[config.mk]
export PLATFORM = sky130hd
export DESIGN_NAME = cache_bank_core_rsp_queue_flat
export DESIGN_NICKNAME = d
export VERILOG_FILES = /design/src/rtl/cache_bank_core_rsp_queue_if.sv /design/src/rtl/cache_bank_core_rsp_queue.sv /design/src/flat_wrapper.sv
export SDC_FILE = /design/constraint.sdc
export NUM_CORES = 1
export LEC_CHECK = 0
export BUFFER_PORTS_ARGS = -buffer_cell sky130_fd_sc_hd__buf_2
export CORE_MARGIN = 4
export CORE_UTILIZATION = 38
export CTS_BUF_LIST = sky130_fd_sc_hd__clkbuf_16
export DETAILED_ROUTE_END_ITERATION = 16
export PLACE_DENSITY = 0.63
export SETUP_SLACK_MARGIN = 0.4
export SYNTH_ARGS = -nofsm -noshare
export SYNTH_HDL_FRONTEND = slang
export SYNTH_SLANG_ARGS = --single-unit
[constraint.sdc]
create_clock -name clk -period 7.4 [get_ports clk]
set_clock_uncertainty 0.1 [all_clocks]
set_input_delay 2.22 -clock clk [delete_from_list [all_inputs] [get_ports clk]]
set_output_delay 2.22 -clock clk [all_outputs]
set_load 0.02 [all_outputs]
[src/rtl/cache_bank_core_rsp_queue_if.sv]
// Handshake bundle between a cache bank pipeline, its response queue and the
// core response merge stage. The queue uses the slave view; the environment uses master.
interface cache_bank_core_rsp_queue_if #(
  parameter int NUM_REQS       = 4,
  parameter int WORD_SIZE      = 4,
  parameter int CORE_TAG_WIDTH = 8,
  parameter int CRSQ_SIZE      = 8
) ();
  localparam int REQS_BITS  = (NUM_REQS > 1) ? $clog2(NUM_REQS) : 1;
  localparam int WORD_WIDTH = 8 * WORD_SIZE;
  localparam int SIZE_W     = $clog2(CRSQ_SIZE) + 1;

  logic                      push_valid;
  logic [CORE_TAG_WIDTH-1:0] push_tag;
  logic [REQS_BITS-1:0]      push_tid;
  logic [WORD_WIDTH-1:0]     push_data;
  logic                      push_ready;
  logic                      almost_full;
  logic [SIZE_W-1:0]         size;

  logic                      core_rsp_valid;
  logic [CORE_TAG_WIDTH-1:0] core_rsp_tag;
  logic [REQS_BITS-1:0]      core_rsp_tid;
  logic [WORD_WIDTH-1:0]     core_rsp_data;
  logic                      core_rsp_ready;

  modport slave (
    input  push_valid, push_tag, push_tid, push_data, core_rsp_ready,
    output push_ready, almost_full, size,
    output core_rsp_valid, core_rsp_tag, core_rsp_tid, core_rsp_data
  );

  modport master (
    output push_valid, push_tag, push_tid, push_data, core_rsp_ready,
    input  push_ready, almost_full, size,
    input  core_rsp_valid, core_rsp_tag, core_rsp_tid, core_rsp_data
  );
endinterface

[src/rtl/cache_bank_core_rsp_queue.sv]
// Per-bank FIFO of core responses {tag, tid, data}. The head entry is held in a
// prefetched output register so core_rsp_* come straight from flops.
module cache_bank_core_rsp_queue #(
  parameter int NUM_REQS        = 4,
  parameter int WORD_SIZE       = 4,
  parameter int CORE_TAG_WIDTH  = 8,
  parameter int CRSQ_SIZE       = 8,
  parameter int ALM_FULL_MARGIN = 2
) (
  input  logic                          clk,
  input  logic                          reset,
  cache_bank_core_rsp_queue_if.slave    bus
);
  localparam int REQS_BITS  = (NUM_REQS > 1) ? $clog2(NUM_REQS) : 1;
  localparam int WORD_WIDTH = 8 * WORD_SIZE;
  localparam int PTR_W      = $clog2(CRSQ_SIZE);
  localparam int SIZE_W     = PTR_W + 1;

  typedef struct packed {
    logic [CORE_TAG_WIDTH-1:0] tag;
    logic [REQS_BITS-1:0]      tid;
    logic [WORD_WIDTH-1:0]     data;
  } entry_t;

  entry_t            r_mem [CRSQ_SIZE];
  logic [PTR_W-1:0]  r_wr_ptr;
  logic [PTR_W-1:0]  r_rd_ptr;
  logic [SIZE_W-1:0] r_size;
  logic              r_push_ready;
  logic              r_almost_full;
  logic              r_head_valid;
  entry_t            r_head;

  logic              w_push_acc;
  logic              w_pop_acc;
  entry_t            w_push_entry;
  logic [SIZE_W-1:0] w_size_next;
  logic [SIZE_W-1:0] w_remain;
  logic [PTR_W-1:0]  w_rd_ptr_next;
  logic              w_head_valid_next;
  entry_t            w_head_next;

  assign w_push_acc    = bus.push_valid & r_push_ready;
  assign w_pop_acc     = r_head_valid & bus.core_rsp_ready;
  assign w_push_entry  = {bus.push_tag, bus.push_tid, bus.push_data};
  assign w_size_next   = r_size + SIZE_W'(w_push_acc) - SIZE_W'(w_pop_acc);
  assign w_remain      = r_size - SIZE_W'(w_pop_acc);
  assign w_rd_ptr_next = r_rd_ptr + PTR_W'(w_pop_acc);

  // Head prefetch: the next oldest stored entry if one survives this cycle,
  // otherwise the entry being pushed right now (lands after this edge, no bypass).
  // NOTE: every signal assigned in always_comb gets a default first, so no latch is inferred.
  always_comb begin
    w_head_valid_next = 1'b0;
    w_head_next       = r_head;
    if (w_remain != '0) begin
      w_head_valid_next = 1'b1;
      w_head_next       = r_mem[w_rd_ptr_next];
    end else if (w_push_acc) begin
      w_head_valid_next = 1'b1;
      w_head_next       = w_push_entry;
    end
  end

  // NOTE: the storage array is deliberately left without reset; occupancy and
  // pointers decide which slots are meaningful, so stale contents are never observed.
  always_ff @(posedge clk) begin
    if (w_push_acc) begin
      r_mem[r_wr_ptr] <= w_push_entry;
    end
  end

  // NOTE: sequential state uses non-blocking assignments so all flops update together.
  always_ff @(posedge clk or negedge reset) begin
    if (!reset) begin
      r_wr_ptr      <= '0;
      r_rd_ptr      <= '0;
      r_size        <= '0;
      r_push_ready  <= 1'b1;
      r_almost_full <= 1'b0;
      r_head_valid  <= 1'b0;
      r_head        <= '0;
    end else begin
      if (w_push_acc) begin
        r_wr_ptr <= r_wr_ptr + PTR_W'(1);
      end
      r_rd_ptr      <= w_rd_ptr_next;
      r_size        <= w_size_next;
      r_push_ready  <= (w_size_next < SIZE_W'(CRSQ_SIZE));
      r_almost_full <= (w_size_next >= SIZE_W'(CRSQ_SIZE - ALM_FULL_MARGIN));
      r_head_valid  <= w_head_valid_next;
      r_head        <= w_head_next;
    end
  end

  assign bus.push_ready     = r_push_ready;
  assign bus.almost_full    = r_almost_full;
  assign bus.size           = r_size;
  assign bus.core_rsp_valid = r_head_valid;
  assign bus.core_rsp_tag   = r_head.tag;
  assign bus.core_rsp_tid   = r_head.tid;
  assign bus.core_rsp_data  = r_head.data;

  a_tid_range: assert property (@(posedge clk) disable iff (!reset)
    bus.push_valid |-> ({1'b0, bus.push_tid} < (REQS_BITS + 1)'(NUM_REQS)));

  a_size_bound: assert property (@(posedge clk) disable iff (!reset)
    r_size <= SIZE_W'(CRSQ_SIZE));
endmodule
[src/flat_wrapper.sv]
// flat-port wrapper written by rule: the top's interface ports become plain ports
module cache_bank_core_rsp_queue_flat 
#(
  parameter int NUM_REQS        = 4,
  parameter int WORD_SIZE       = 4,
  parameter int CORE_TAG_WIDTH  = 8,
  parameter int CRSQ_SIZE       = 8,
  parameter int ALM_FULL_MARGIN = 2
)
  (clk, reset, bus_push_valid, bus_push_tag, bus_push_tid, bus_push_data, bus_core_rsp_ready, bus_push_ready, bus_almost_full, bus_size, bus_core_rsp_valid, bus_core_rsp_tag, bus_core_rsp_tid, bus_core_rsp_data);
  cache_bank_core_rsp_queue_if #(.NUM_REQS(NUM_REQS), .WORD_SIZE(WORD_SIZE), .CORE_TAG_WIDTH(CORE_TAG_WIDTH), .CRSQ_SIZE(CRSQ_SIZE)) bus_i ();
  input  logic clk;
  input  logic reset;
  input wire logic [$bits(bus_i.push_valid)-1:0] bus_push_valid;
  input wire logic [$bits(bus_i.push_tag)-1:0] bus_push_tag;
  input wire logic [$bits(bus_i.push_tid)-1:0] bus_push_tid;
  input wire logic [$bits(bus_i.push_data)-1:0] bus_push_data;
  input wire logic [$bits(bus_i.core_rsp_ready)-1:0] bus_core_rsp_ready;
  output wire logic [$bits(bus_i.push_ready)-1:0] bus_push_ready;
  output wire logic [$bits(bus_i.almost_full)-1:0] bus_almost_full;
  output wire logic [$bits(bus_i.size)-1:0] bus_size;
  output wire logic [$bits(bus_i.core_rsp_valid)-1:0] bus_core_rsp_valid;
  output wire logic [$bits(bus_i.core_rsp_tag)-1:0] bus_core_rsp_tag;
  output wire logic [$bits(bus_i.core_rsp_tid)-1:0] bus_core_rsp_tid;
  output wire logic [$bits(bus_i.core_rsp_data)-1:0] bus_core_rsp_data;
  assign bus_i.push_valid = bus_push_valid;
  assign bus_i.push_tag = bus_push_tag;
  assign bus_i.push_tid = bus_push_tid;
  assign bus_i.push_data = bus_push_data;
  assign bus_i.core_rsp_ready = bus_core_rsp_ready;
  assign bus_push_ready = bus_i.push_ready;
  assign bus_almost_full = bus_i.almost_full;
  assign bus_size = bus_i.size;
  assign bus_core_rsp_valid = bus_i.core_rsp_valid;
  assign bus_core_rsp_tag = bus_i.core_rsp_tag;
  assign bus_core_rsp_tid = bus_i.core_rsp_tid;
  assign bus_core_rsp_data = bus_i.core_rsp_data;
  cache_bank_core_rsp_queue #(.NUM_REQS(NUM_REQS), .WORD_SIZE(WORD_SIZE), .CORE_TAG_WIDTH(CORE_TAG_WIDTH), .CRSQ_SIZE(CRSQ_SIZE), .ALM_FULL_MARGIN(ALM_FULL_MARGIN)) u_core (.clk(clk), .reset(reset), .bus(bus_i));
endmodule
* Yosys cells after proc, flatten, opt, wreduce, memory -nomap -nowiden *
Memories as Yosys holds them, arrays and structs flattened.
Index checks and enable logic that the tools add are counted.

word-level totals
  register bits after elaboration = 55
  latch bits = 0
  memory bits (writable) = 336
  ROM bits = 0
  input bits = 46
  output and inout port bits = 49
  word-level logic and storage cells = 26
  memories kept = 1

cells by class
  add/subtract/negate cells = 5
  multipliers = 0
  div/mod/pow operators = 0
  magnitude comparators = 2
  eq/ne operators = 0
  shifts and indexed selects = 0
  muxes and demuxes = 5
  bitwise logic cells = 2
  reductions and logical operators = 2

memories
  name          depth  bits a word  read ports  clocked after memory_dff  wr ports  line                             source
  u_core.r_mem  8      42           1           0                         1         cache_bank_core_rsp_queue.sv:25  entry_t r_mem [CRSQ_SIZE];

operators with widths
  kind                 number
  $mux 42              2
  $sub 4x1->4          2
  $add 4x1->4          1
  $ge 4x3->1 const B   1
  $lt 4x4->1 const B   1
  $reduce_bool 4->1    1
  $add 3x1->3          1
  $add 3x1->3 const B  1
  $mux 1               3
  $and 1x1->1          2
  $reduce_bool 2->1    1

* Logic depth before layout (Yosys ltp) *
  depth after elaboration = 4
  gate-level depth with buffers = 11
  gate-level depth less buffers = 8

* Worst setup path after synthesis *
OpenSTA, ideal clock, no wires.

  kind = in2reg
  start = in bus_push_valid
  end = mem u_core.r_mem[0][0] (netlist name) (enable)
  library setup time = 0.546 ns
  data arrival time = 6.559 ns
  data required time = 6.754 ns
  slack = 0.195 ns
  stages on the path = 3
  path buffers = 1
  cell sequence = nand2_1 buf_1 nor4_1

between the ends
  word-level cells in the longest chain between the ends = 3

RTL lines
  what                          line                             source
  start: declaration            flat_wrapper.sv:14               input wire logic [$bits(bus_i.push_valid)-1:0] bus_push_valid;
  $and 1x1->1                   cache_bank_core_rsp_queue.sv:43  assign w_push_acc = bus.push_valid & r_push_ready;
  $mux 1                        cache_bank_core_rsp_queue.sv:68  if (w_push_acc) begin
  $mux 1 (not written as such)  cache_bank_core_rsp_queue.sv:69  r_mem[r_wr_ptr] <= w_push_entry;
  end: declaration              cache_bank_core_rsp_queue.sv:25

No other way between the ends.

* Final worst setup path *
  start = in bus_core_rsp_ready
  end = reg u_core.r_head, in the netlist u_core.bus.core_rsp_tag[6]

between the ends
  word-level cells in the longest chain between the ends = 4
  elaborated cells on any way between the ends = 7
  classes of those cells = add/sub (2); mux (1); bitwise (1); reduce/logical (2); memory (1)

RTL lines
  what                                               line                                                              source
  start: declaration                                 flat_wrapper.sv:18                                                input wire logic [$bits(bus_i.core_rsp_ready)-1:0] bus_core_rsp_ready;
  $and 1x1->1 (*)                                    cache_bank_core_rsp_queue.sv:44                                   assign w_pop_acc = r_head_valid & bus.core_rsp_ready;
  $add 3x1->3 or $sub 4x1->4 (tied branches)         cache_bank_core_rsp_queue.sv:48, cache_bank_core_rsp_queue.sv:47
  $mem_v2 8x42 or $reduce_bool 4->1 (tied branches)  n/a
  $mux 42 or $reduce_bool 2->1 (tied branches)       n/a
  end signal: assignment                             cache_bank_core_rsp_queue.sv:92                                   r_head <= w_head_next;
  end: declaration                                   cache_bank_core_rsp_queue.sv:32                                   entry_t r_head;

Every way passes the cells marked *; elsewhere a longest branch is shown, timed or not.
A chain may end at the register's enable or synchronous reset.

==> results.md <==
- Largest family of logic cells by synthesized area: simple AND/OR/NAND/NOR gates
- Pleak: 6.43 nW
- Pin count of the biggest net entering global routing: 118
- Post-DR vias/cell: 5.40
- Synthesized-area fraction occupied by ao, oa, aoi and oai cells: 8.11%
- TritonCTS clock tree: yes
- H-Tree Depth: 2
- GPL Wtd Cong: 0.726
- Cell Chain, Critical Path: buf_2 -> a21bo_2 -> buf_4 -> and2_4 -> inv_6 -> buf_4 -> a211oi_1 -> a31oi_1 -> a41o_1
- R2R setup slack: 3.93 ns
- Switch share: 36.9%
- Post-DP Area: 16400 um^2
- Die ar.: 43800 um^2
- Initial antenna violation count: 6
- Setup bufs post-CTS: 0
- Area of the multi-input gates: 3610 um^2
- Fin crit period: 4.83 ns
- Initial core utilization: 38.6%
- Hold_ws: 0.521 ns
- Critical path depth: 9
- Finish-stage setup viols: 0
- Mux contribution to synthesized area: 0%
- Ys async rst share: 14.1%
- VDD IR max: 0.212 mV
- Post-synth EDFFs: 336
- Final Hold Violating Endpoints: 0
- Synthesized instance count: 1156
- Most common cell on crit path: buf_4
- WL/cell: 21.1 um
- Post-synthesis xor/xnor area fraction: 0.455%
- Slowest cell on the critical path: and2_4
- Max_cap viols: 0
- Post-CTS Resized: 0
- Vias in the first global route: 9665
- Final Cycle Share: 65.3%
- Slew Viols, Final: 0
- Relative slew slack: 19.5%
- Critical path endpoint category: flip-flop
- Max FO, Critical Path: 117
- Post-Synth Simple-Gate Area: 13.6%
- Final ANT Viol Nets: 0
- Die Span Y: 209 um
- CP Data Required Time: 7.71 ns
- Outcome: finished, final reports clean
- Synthesized area: 15400 um^2
- Crit path kind: primary input to flip-flop
- Internal: 4.67 mW
- Sequential power share: 39.6%
- Nets: 1289
- Post-route setup TNS: 0 ns
- Fmax: 0.207 GHz
- Clock slew at the register clock pins of the worst setup and hold paths: 0.06 ns
- Clock Tree Root: clkbuf_16
- Die Wd: 209 um
- Fillers: 3520
- Slew at the pin with the worst max-slew slack: 1.20 ns
- CTS Buffer Depth: 3
- Pwr/cell area: 420 nW/um^2
- Share of cells above drive strength 1: 15.3%
- Register area share after synthesis: 74.4%
- Tot Pwr: 7.39 mW
- Ys Warns: 0
- Num CTS Buffers: 39
- Seq. cell area: 11500 um^2
- Gate power share: 35.8%
- Top_reg_cell synth: edfxtp_1
- DRT Pass-1 Iters: 5
- Syn avg cell area: 13.3 um^2
- Total grt overflow: 0
- Crit start category: primary input
- R2R depth: 8
- Post-synthesis adder-cell area fraction: 0.698%
- Buffer and inverter count on the worst path: 4
- RSZ-0062 raised after global routing: no
- Synth-to-Final Area Change: 14.1%
- Overall routing resource usage: 16.8%
- Pre-CTS setup slack: 2.07 ns
- Post-DP HPWL: 19800 um
- CTS sink cnt: 391
- Hold_buf cts: 0
- Vias post-DR: 9682
- Synth unique cells: 33
- Final Routed Wirelength: 37800 um
- Core area: 39900 um^2
- Worst hold path stage count: 3
- IO Pins: 95
- Core Rows: 73
- HP Class: flip-flop to flip-flop
- Final instance area: 17600 um^2
- DRC errors left: 0
- Clock share of power: 24.6%
- Global-route wire length before repair: 58000 um
- Port Buffer Count: 94
- Crit path max-delay family: buffers and inverters
- Sw Pwr: 2.73 mW
- Setup ws final: 2.57 ns
- Initial DRC count: 894
- Critical Path AT: 5.14 ns
- Number of synthesized register bits: 391
- CP max stage delay: 0.65 ns
- Worst skew pair latency: 0.52 ns
- Mapped Nets: 1210
## synthesized netlist by cell type, types with 18 or more instances
| library cell | instances | area [um^2] |
|---|---|---|
| a211oi_1 | 42 | 315 |
| a21oi_1 | 36 | 180 |
| a31oi_1 | 42 | 263 |
| a41o_1 | 42 | 420 |
| and3_1 | 43 | 269 |
| buf_2 | 18 | 90.1 |
| clkbuf_1 | 43 | 161 |
| dfrtp_1 | 54 | 1350 |
| edfxtp_1 | 336 | 10100 |
| nand2_1 | 346 | 1300 |
| nand3_1 | 84 | 420 |
## layer usage
metal	part of all wire [%]	vias to the layer above	global-route usage, %
met1	44	4871	23.5
met3	6.2	59	3.08
met4	1.5	8	4.46
met2	48	329	27.2
li1	-	4415	-
met5	0.11	-	0
## path summary, 6_finish.rpt
kind / from / to
setup / recovery: bus_core_rsp_ready / u_core.bus.core_rsp_tag[6]
hold / removal: u_core.r_mem[4][17] / u_core.bus.core_rsp_data[17]
setup reg to reg: u_core.r_rd_ptr[0] / u_core.bus.core_rsp_tag[6]
hold reg to reg: u_core.r_mem[4][17] / u_core.bus.core_rsp_data[17]
max in group asynchronous: reset / u_core.bus.core_rsp_data[25]
min in group asynchronous: reset / u_core.bus.core_rsp_data[17]
## final cells by class
cell class,instances,share of cell area [%]
tap,525,3.74
clock buffer,41,5.84
multi-input combinational,680,20.5
inverter,9,0.221
sequential,391,65.2
timing repair buffer,114,3.54
antenna,3,0.0427
clock inverter,29,0.861
## kinds of logic (layout without fill, tap and decap cells)
group                      after synthesis  after routing
buffers and inverters                   85            193
xor gates and xnor gates                 8              8
AOI/OAI and AO/OA                      170            170
DFF                                    391            391
other                                    0              3
and+or+nand+nor                        494            494
adders and majority gates                8              8
## worst min-delay path, cell delays in order (launching register included)
cell and delay (ns):
edfxtp_1 0.32, nand2_1 0.05, nand3_1 0.07, a41o_1 0.16
## cell usage in the layout (no fill, tap or decap), drive strengths merged, types with 5 or more instances in the layout
cell    netlist  layout
nand2       347     347
edfxtp      336     336
buf          33     114
nand3        84      84
dfrtp        54      54
and3         43      43
a21oi        43      43
a211oi       42      42
a31oi        42      42
a41o         42      42
clkbuf       43      41
inv           9      21
clkinv        0      14
ha            7       7
nor2          7       7
xnor2         5       5
## power by group through the flow
stage                     Clock, mW  Combinational, mW  Sequential (mW)
after global routing           1.94               2.90             2.96
final                          1.82               2.64             2.93
after global placement            0               2.61             2.97
after floorplan                   0               1.67             3.11
after detailed placement          0               2.67             2.97
after CTS                      1.85               2.68             2.93
## metrics by stage
stage               util [%]  std cells
finish                  44.1       1792
global placement        41.1       1719
detailed placement      41.1       1719
global route            44.0       1790
CTS                     44.0       1789
floorplan                  -       1156
## flip-flops by register name, summed over array words and instances (netlist names)
signal and cells:
u_core.bus.core_rsp_tid 2, u_core.r_wr_ptr 3, u_core.bus.core_rsp_valid 1, u_core.bus.core_rsp_tag 8
u_core.bus.almost_full 1, u_core.r_rd_ptr 3, u_core.bus.size 4, u_core.bus.push_ready 1
u_core.bus.core_rsp_data 32, u_core.r_mem 336
(Power assumes the default switching activity.)
